--- src/rtl/fir_pkg.sv ---
// Shared definitions for the fir_filter datapath and its output stage.
package fir_pkg;

    localparam int DATA_W = 16;

    localparam logic signed [DATA_W-1:0] SAT_MAX = 16'sh7FFF;
    localparam logic signed [DATA_W-1:0] SAT_MIN = 16'sh8000;

    typedef logic signed [DATA_W-1:0] sample_t;

endpackage

--- src/rtl/fir_sync_fifo.sv ---
// Show-ahead synchronous FIFO. A push onto a full FIFO is accepted only when a pop
// happens in the same cycle.
module fir_sync_fifo #(
    parameter int WIDTH = 16,
    parameter int DEPTH = 8
) (
    input  logic                       clk,
    input  logic                       rst_n,
    input  logic                       push,
    input  logic [WIDTH-1:0]           push_data,
    input  logic                       pop,
    output logic [WIDTH-1:0]           head_data,
    output logic [$clog2(DEPTH):0]     level,
    output logic                       full,
    output logic                       empty
);

    localparam int AW = $clog2(DEPTH);
    localparam int LW = AW + 1;

    logic [WIDTH-1:0] mem [DEPTH];
    logic [AW-1:0]    wr_ptr;
    logic [AW-1:0]    rd_ptr;
    logic             do_push;
    logic             do_pop;

    assign full    = (level == LW'(DEPTH));
    assign empty   = (level == '0);
    assign do_pop  = pop && !empty;
    assign do_push = push && (!full || do_pop);

    assign head_data = mem[rd_ptr];

    // Storage has no reset; the head is only meaningful while the FIFO is non-empty.
    always_ff @(posedge clk) begin
        if (do_push) begin
            mem[wr_ptr] <= push_data;
        end
    end

    // DEPTH is a power of two, so the pointers wrap by natural overflow.
    always_ff @(posedge clk or negedge rst_n) begin
        if (!rst_n) begin
            wr_ptr <= '0;
            rd_ptr <= '0;
            level  <= '0;
        end else begin
            if (do_push) begin
                wr_ptr <= wr_ptr + AW'(1);
            end
            if (do_pop) begin
                rd_ptr <= rd_ptr + AW'(1);
            end
            case ({do_push, do_pop})
                2'b10:   level <= level + LW'(1);
                2'b01:   level <= level - LW'(1);
                default: level <= level;
            endcase
        end
    end

endmodule

--- src/rtl/fir_out_decimator.sv ---
// Output stage behind fir_filter: keeps every Nth sample, applies a saturating
// power-of-two gain and buffers the result in a small FIFO for the sink.
module fir_out_decimator #(
    parameter int DATA_W     = fir_pkg::DATA_W,
    parameter int DEC_W      = 4,
    parameter int SHIFT_W    = 3,
    parameter int FIFO_DEPTH = 8
) (
    input  logic                          clk,
    input  logic                          rst_n,
    input  logic                          in_valid,
    input  logic signed [DATA_W-1:0]      in_data,
    input  logic [DEC_W-1:0]              dec_factor,
    input  logic [SHIFT_W-1:0]            gain_shift,
    output logic                          out_valid,
    input  logic                          out_ready,
    output logic signed [DATA_W-1:0]      out_data,
    output logic [$clog2(FIFO_DEPTH):0]   fifo_level,
    output logic                          overflow,
    input  logic                          clr_overflow
);

    import fir_pkg::*;

    // Wide enough that a shift of up to 2^SHIFT_W-1 never loses bits.
    localparam int PW = DATA_W + (1 << SHIFT_W) - 1;

    localparam logic signed [DATA_W-1:0] SAT_HI = {1'b0, {(DATA_W-1){1'b1}}};
    localparam logic signed [DATA_W-1:0] SAT_LO = {1'b1, {(DATA_W-1){1'b0}}};

    logic [DEC_W-1:0]         phase;
    logic [DEC_W-1:0]         dec_eff;
    logic                     keep;

    logic signed [PW-1:0]     wide;
    logic signed [PW-1:0]     prod;
    logic [PW-DATA_W:0]       hi_bits;
    logic                     pos_ovf;
    logic                     neg_ovf;
    logic signed [DATA_W-1:0] sat_data;

    logic                     stage_valid;
    logic signed [DATA_W-1:0] stage_data;

    logic [DATA_W-1:0]        head_data;
    logic                     fifo_full;
    logic                     fifo_empty;
    logic                     drop;

    assign dec_eff = (dec_factor == '0) ? DEC_W'(1) : dec_factor;
    assign keep    = in_valid && (phase == '0);

    // >= rather than == so that lowering the factor at runtime wraps immediately.
    always_ff @(posedge clk or negedge rst_n) begin
        if (!rst_n) begin
            phase <= '0;
        end else if (in_valid) begin
            phase <= (phase >= dec_eff - DEC_W'(1)) ? '0 : phase + DEC_W'(1);
        end
    end

    always_comb begin
        wide     = {{(PW-DATA_W){in_data[DATA_W-1]}}, in_data};
        prod     = wide <<< gain_shift;
        hi_bits  = prod[PW-1:DATA_W-1];
        pos_ovf  = !prod[PW-1] && (|hi_bits);
        neg_ovf  = prod[PW-1] && !(&hi_bits);
        sat_data = prod[DATA_W-1:0];
        if (pos_ovf) begin
            sat_data = SAT_HI;
        end else if (neg_ovf) begin
            sat_data = SAT_LO;
        end
    end

    always_ff @(posedge clk or negedge rst_n) begin
        if (!rst_n) begin
            stage_valid <= 1'b0;
            stage_data  <= '0;
        end else begin
            stage_valid <= keep;
            if (keep) begin
                stage_data <= sat_data;
            end
        end
    end

    // Sink handshake: a word transfers on every rising edge where out_valid and
    // out_ready are both high; out_valid never waits on out_ready, and out_data
    // holds the FIFO head until that transfer.
    fir_sync_fifo #(
        .WIDTH (DATA_W),
        .DEPTH (FIFO_DEPTH)
    ) u_fifo (
        .clk       (clk),
        .rst_n     (rst_n),
        .push      (stage_valid),
        .push_data (stage_data),
        .pop       (out_ready),
        .head_data (head_data),
        .level     (fifo_level),
        .full      (fifo_full),
        .empty     (fifo_empty)
    );

    assign out_valid = !fifo_empty;
    assign out_data  = fifo_empty ? '0 : $signed(head_data);

    // A full FIFO is never empty, so out_ready alone tells whether a pop frees a slot.
    assign drop = stage_valid && fifo_full && !out_ready;

    always_ff @(posedge clk or negedge rst_n) begin
        if (!rst_n) begin
            overflow <= 1'b0;
        end else if (drop) begin
            overflow <= 1'b1;
        end else if (clr_overflow) begin
            overflow <= 1'b0;
        end
    end

endmodule

--- config.mk ---
export PLATFORM = sky130hd
export DESIGN_NAME = fir_out_decimator
export DESIGN_NICKNAME = d
export VERILOG_FILES = /design/src/rtl/fir_pkg.sv /design/src/rtl/fir_sync_fifo.sv /design/src/rtl/fir_out_decimator.sv
export SDC_FILE = /design/constraint.sdc
export NUM_CORES = 1
export LEC_CHECK = 0
export CAP_MARGIN = 25
export CELL_PAD_IN_SITES_DETAIL_PLACEMENT = 2
export CELL_PAD_IN_SITES_GLOBAL_PLACEMENT = 2
export CORE_MARGIN = 2
export CORE_UTILIZATION = 43
export CTS_CLUSTER_DIAMETER = 30
export DETAILED_ROUTE_END_ITERATION = 10
export GPL_ROUTABILITY_DRIVEN = 0
export PLACE_DENSITY_LB_ADDON = 0.1
export SKIP_CTS_REPAIR_TIMING = 1
export SLEW_MARGIN = 40
export SYNTH_ARGS = -nofsm -noshare
export SYNTH_HDL_FRONTEND = slang
export SYNTH_SLANG_ARGS = --single-unit
--- constraint.sdc ---
create_clock -name clk -period 3.1 [get_ports clk]
set_input_delay 0.31 -clock clk [delete_from_list [all_inputs] [get_ports clk]]
set_output_delay 0.31 -clock clk [all_outputs]
set_load 0.01 [all_outputs]
==> impl_table.tex <==
\begin{tabular}{lr}
\hline
Metric & Value \\
\hline
\multicolumn{2}{l}{\textbf{Critical path}} \\
\quad Worst reg-to-reg path cell count & 11 \\
\quad Startpoint of the worst register-to-register path & u\_fifo.level[1] \\
\quad Type of destination of the critical path & primary output \\
\quad Setup Crit Path Kind & reg2out \\
\quad Worst path cell trace & buf\_4 -> mux4\_2 -> mux2i\_1 -> nor2\_1 -> clkdlybuf4s50\_1 \\
\quad Top fanout value on the critical path & 13 \\
\quad CP max-delay cell & dfrtp\_4 \\
\quad Worst R2R End & u\_fifo.level[3] \\
\quad R2R Setup Slk & around 0.38 ns \\
\quad Signal arrival time at the worst endpoint & about 2.6 ns \\
\quad Highest cell delay on the worst timing path & $\sim$0.59 ns \\
\quad Required arrival time at the worst endpoint & 2.79 ns \\
\quad Type of origin of the critical path & register \\
\multicolumn{2}{l}{\textbf{Outcome}} \\
\quad Run status & finished clean \\
\multicolumn{2}{l}{\textbf{Layout}} \\
\quad Fin nets & 540 \\
\quad Number of cells in the finished layout apart from fillers & 730 \\
\quad Final Instance Area & $\sim$8500 um2 \\
\quad Layout overhead on the synthesized area & 21.1\% \\
\quad Post-route core utilization & 0.536 \\
\quad Fraction of layout cells with a size suffix above 1 & 0.202 \\
\quad Ant. Diodes & 0 \\
\multicolumn{2}{l}{\textbf{Pwr}} \\
\quad Leak pwr & 3.09 nW \\
\quad Pwr Density & between 900 and 1000 nW/um2 \\
\quad Max IR drop VDD & 0.450 mV \\
\multicolumn{2}{l}{\textbf{Logic synthesis}} \\
\quad Post-synthesis instance area & $\sim$7100 um2 \\
\quad Synthesized netlist net count & approximately 480 \\
\quad Post-synthesis share of cell area spent on full adders, half adders and majority gates & 0.0206 \\
\quad Average instance area after synthesis & $\sim$16 um2 \\
\quad Share of the synthesized area in compound gates (AO/OA/AOI/OAI) & 0.0506 \\
\quad Simple-gate area share of the yosys netlist & 0.0571 \\
\quad Share of the synthesized area in the top cell type & 0.545 \\
\quad Main combinational cell family by area after synthesis & multiplexers \\
\quad Cell variety after synth & 39 \\
\quad Total of warnings raised by yosys & 0 \\
\quad Post-Synthesis Cells & 438 \\
\quad Multiplexer share of the synthesized area & 0.183 \\
\quad Cell taking the most area after synthesis & edfxtp\_1 \\
\quad Share of the synthesized netlist area taken by xor and xnor gates & 0.00869 \\
\quad Sequential-to-total area share from yosys stat & 0.659 \\
\quad Synth area leaders & edfxtp\_1 (55\%), mux4\_2 (11\%), dfrtp\_1 (11\%) \\
\quad Number of synthesized register bits & 160 \\
\multicolumn{2}{l}{\textbf{GRT}} \\
\quad Vias in the first global route & 4661 \\
\quad GR Util met2 & 0.416 \\
\quad Number of antenna violations at the first check in global routing & 0 \\
\quad Layer with the highest usage after global routing & met2 \\
\quad Global Route met1 Usage & 0.281 \\
\quad Global-route met3 utilization & 0.0411 \\
\quad Overall overflow remaining after global route & 0 \\
\quad Global-route wire length before repair & 29100 um \\
\quad Global-route usage over all layers & 0.229 \\
\quad Maximum number of pins on one net before global-route repair & 33 \\
\multicolumn{2}{l}{\textbf{Die}} \\
\quad X dimension of the die & between 100 and 150 um \\
\quad I/O Pins & 50 \\
\quad Initial core utilization & 0.442 \\
\quad Die ar. & around 17000 um2 \\
\quad Standard-cell rows & between 40 and 50 \\
\quad Overall die height & $\sim$130 um \\
\quad Floorplan core area & about 16000 um2 \\
\multicolumn{2}{l}{\textbf{CTS}} \\
\quad CTS tree & built \\
\quad CTS Root Buffer Type & clkbuf\_16 \\
\quad Count of clock tree sinks & 160 \\
\quad Clock slew seen by the registers of the worst setup and hold paths & approximately 0.060 ns \\
\quad Htree depth & 4 \\
\quad Source-to-sink clock delay at the later pin of the worst-skew pair & 0.42 ns \\
\quad CTS max path bufs & 2 \\
\quad Number of buffers created by CTS & 17 \\
\multicolumn{2}{l}{\textbf{Timing}} \\
\quad Period minus WS final & about 2.9 ns \\
\quad Max-slew violation total from the final report & 0 \\
\quad Setup violation total in the final timing report & 0 \\
\quad Worst hold margin & between 0.3 and 0.4 ns \\
\quad Hold violation count in the final report & 0 \\
\quad Maximum frequency from static timing analysis & $\sim$0.35 GHz \\
\quad Final cycle utilization of the critical path & 0.928 \\
\quad Transition time at the pin with the least slew margin & a little over 0.7 ns \\
\quad Skew final & around 0.0066 ns \\
\quad Accumulated negative setup slack & 0 ns \\
\quad Rel. slew slack & 0.524 \\
\quad RSZ-0062 raised after global routing & no \\
\multicolumn{2}{l}{\textbf{Route}} \\
\quad Detailed Routing Iterations Pass 1 & 4 \\
\quad Routed vias & about 4100 \\
\quad Average detailed-routed wire length per instance & around 26 um \\
\quad DRC viols & 0 \\
\quad Remaining antenna violation count & 0 \\
\quad Routed vias/inst & around 5.6 \\
\quad Starting DRC count in detailed routing & roughly 220 \\
\quad Final WL & around 19000 um \\
\multicolumn{2}{l}{\textbf{Min path}} \\
\quad Worst hold path class & in2async \\
\multicolumn{2}{l}{\textbf{Placement}} \\
\quad Cell area reported after detailed placement & roughly 7900 um2 \\
\quad Port Buffers & 49 \\
\quad HPWL after detailed placement & about 12000 um \\
\quad Placed Instances & about 700 \\
\multicolumn{2}{l}{\textbf{Job}} \\
\quad Total of max-cap violations & 0 \\
\hline
\end{tabular}
## synth_stat cells
cell type and instances:
o21ai_0 18, mux2i_1 26, nand2_1 39, mux4_2 36
a21boi_0 1, buf_6 2, and2_1 1, buf_2 5
a21oi_1 3, a31oi_1 14, nor2_1 28, mux2_2 10
nand3_1 3, dfrtp_1 32, xnor2_1 4, nand2b_1 4
o31ai_1 2, nor4_2 1, clkbuf_1 15, and3_1 1
mux4_1 4, xor2_1 3, o21a_1 1, a21o_1 4
o22ai_1 2, o41ai_2 1, fa_1 1, a31oi_2 2
buf_1 2, or3_1 1, ha_1 10, o21ai_1 10
edfxtp_1 128, nor3_1 6, nor4bb_1 1, nand3b_1 2
inv_1 11, nand4_1 1, nor2b_1 3
## placed cells by master (no fill, tap or decap), types with 11 or more instances in the layout
| cell | Yosys | final |
|---|---|---|
| clkdlybuf4s50_1 | 0 | 49 |
| clkbuf_16 | 0 | 17 |
| mux4_2 | 36 | 36 |
| nand2_1 | 39 | 39 |
| edfxtp_1 | 128 | 128 |
| nor2_1 | 28 | 28 |
| inv_1 | 11 | 11 |
| dfrtp_1 | 32 | 31 |
| buf_4 | 0 | 18 |
| o21ai_0 | 18 | 18 |
| mux2i_1 | 26 | 26 |
| a31oi_1 | 14 | 14 |
## through the flow
stage                     total power [mW]  setup WS (ns)
after global routing                  8.72         0.0859
after global placement                5.76          0.294
final                                 8.32          0.222
after floorplan                       4.77          0.590
after detailed placement              5.99          0.185
after CTS                             8.42         0.0731
## layer usage
metal	part of all wire	routed length, um	up-vias
li1	-	-	1828
met1	0.41	7750	2169
met2	0.55	10300	97
met3	0.030	565	14
met4	0.012	223	0
met5	0	0	-
## final cells by class
type / count / area [um2]
clock buffers: 19 / 453
flip-flops and latches: 160 / 4650
fillers: 1409 / 7400
inverters: 11 / 41.3
repair buffers: 68 / 646
multi-input cells: 243 / 2270
clock inverters: 13 / 208
well taps: 216 / 270
## where the power goes
part	internal, mW	total, mW	leakage, nW	switching [mW]
Clock	1.47	2.33	0.312	0.858
Sequential	2.90	3.44	1.56	0.539
Combinational	1.30	2.56	1.21	1.25
## registers in the layout, indices dropped and copies added (netlist names)
name and cells:
phase 4, stage_valid 1, overflow 1, u_fifo.mem 128, u_fifo.wr_ptr 3, u_fifo.level 4
u_fifo.rd_ptr 3, stage_data 16
## worst max path at each step
| stage | startpoint | to | slack [ns] | cells after the start |
|---|---|---|---|---|
| after floorplan | u_fifo.level[1] | u_fifo.level[3] | 0.59 | 9 |
| after global placement | gain_shift[0] | stage_data[6] | 0.29 | 6 |
| after detailed placement | gain_shift[0] | stage_data[8] | 0.19 | 6 |
| after CTS | u_fifo.rd_ptr[0] | out_data[3] | 0.07 | 5 |
| after global routing | u_fifo.rd_ptr[0] | out_data[3] | 0.09 | 5 |
| final | u_fifo.rd_ptr[0] | out_data[3] | 0.22 | 5 |
## worst max-delay path: cells and delay by family (launching register included)
family	cells	cell delay, ns
multiplexers	2	0.75
flip-flops	1	0.59
AND/OR/NAND/NOR	1	0.06
buffers and inverters	2	0.74
## kinds of logic after synthesis
kind of cell    Yosys count
mux                      76
simple gates             91
compound gates           58
fa+ha+maj                11
buf+inv                  35
flops                   160
xor+xnor                  7
(Power assumes the default switching activity.)
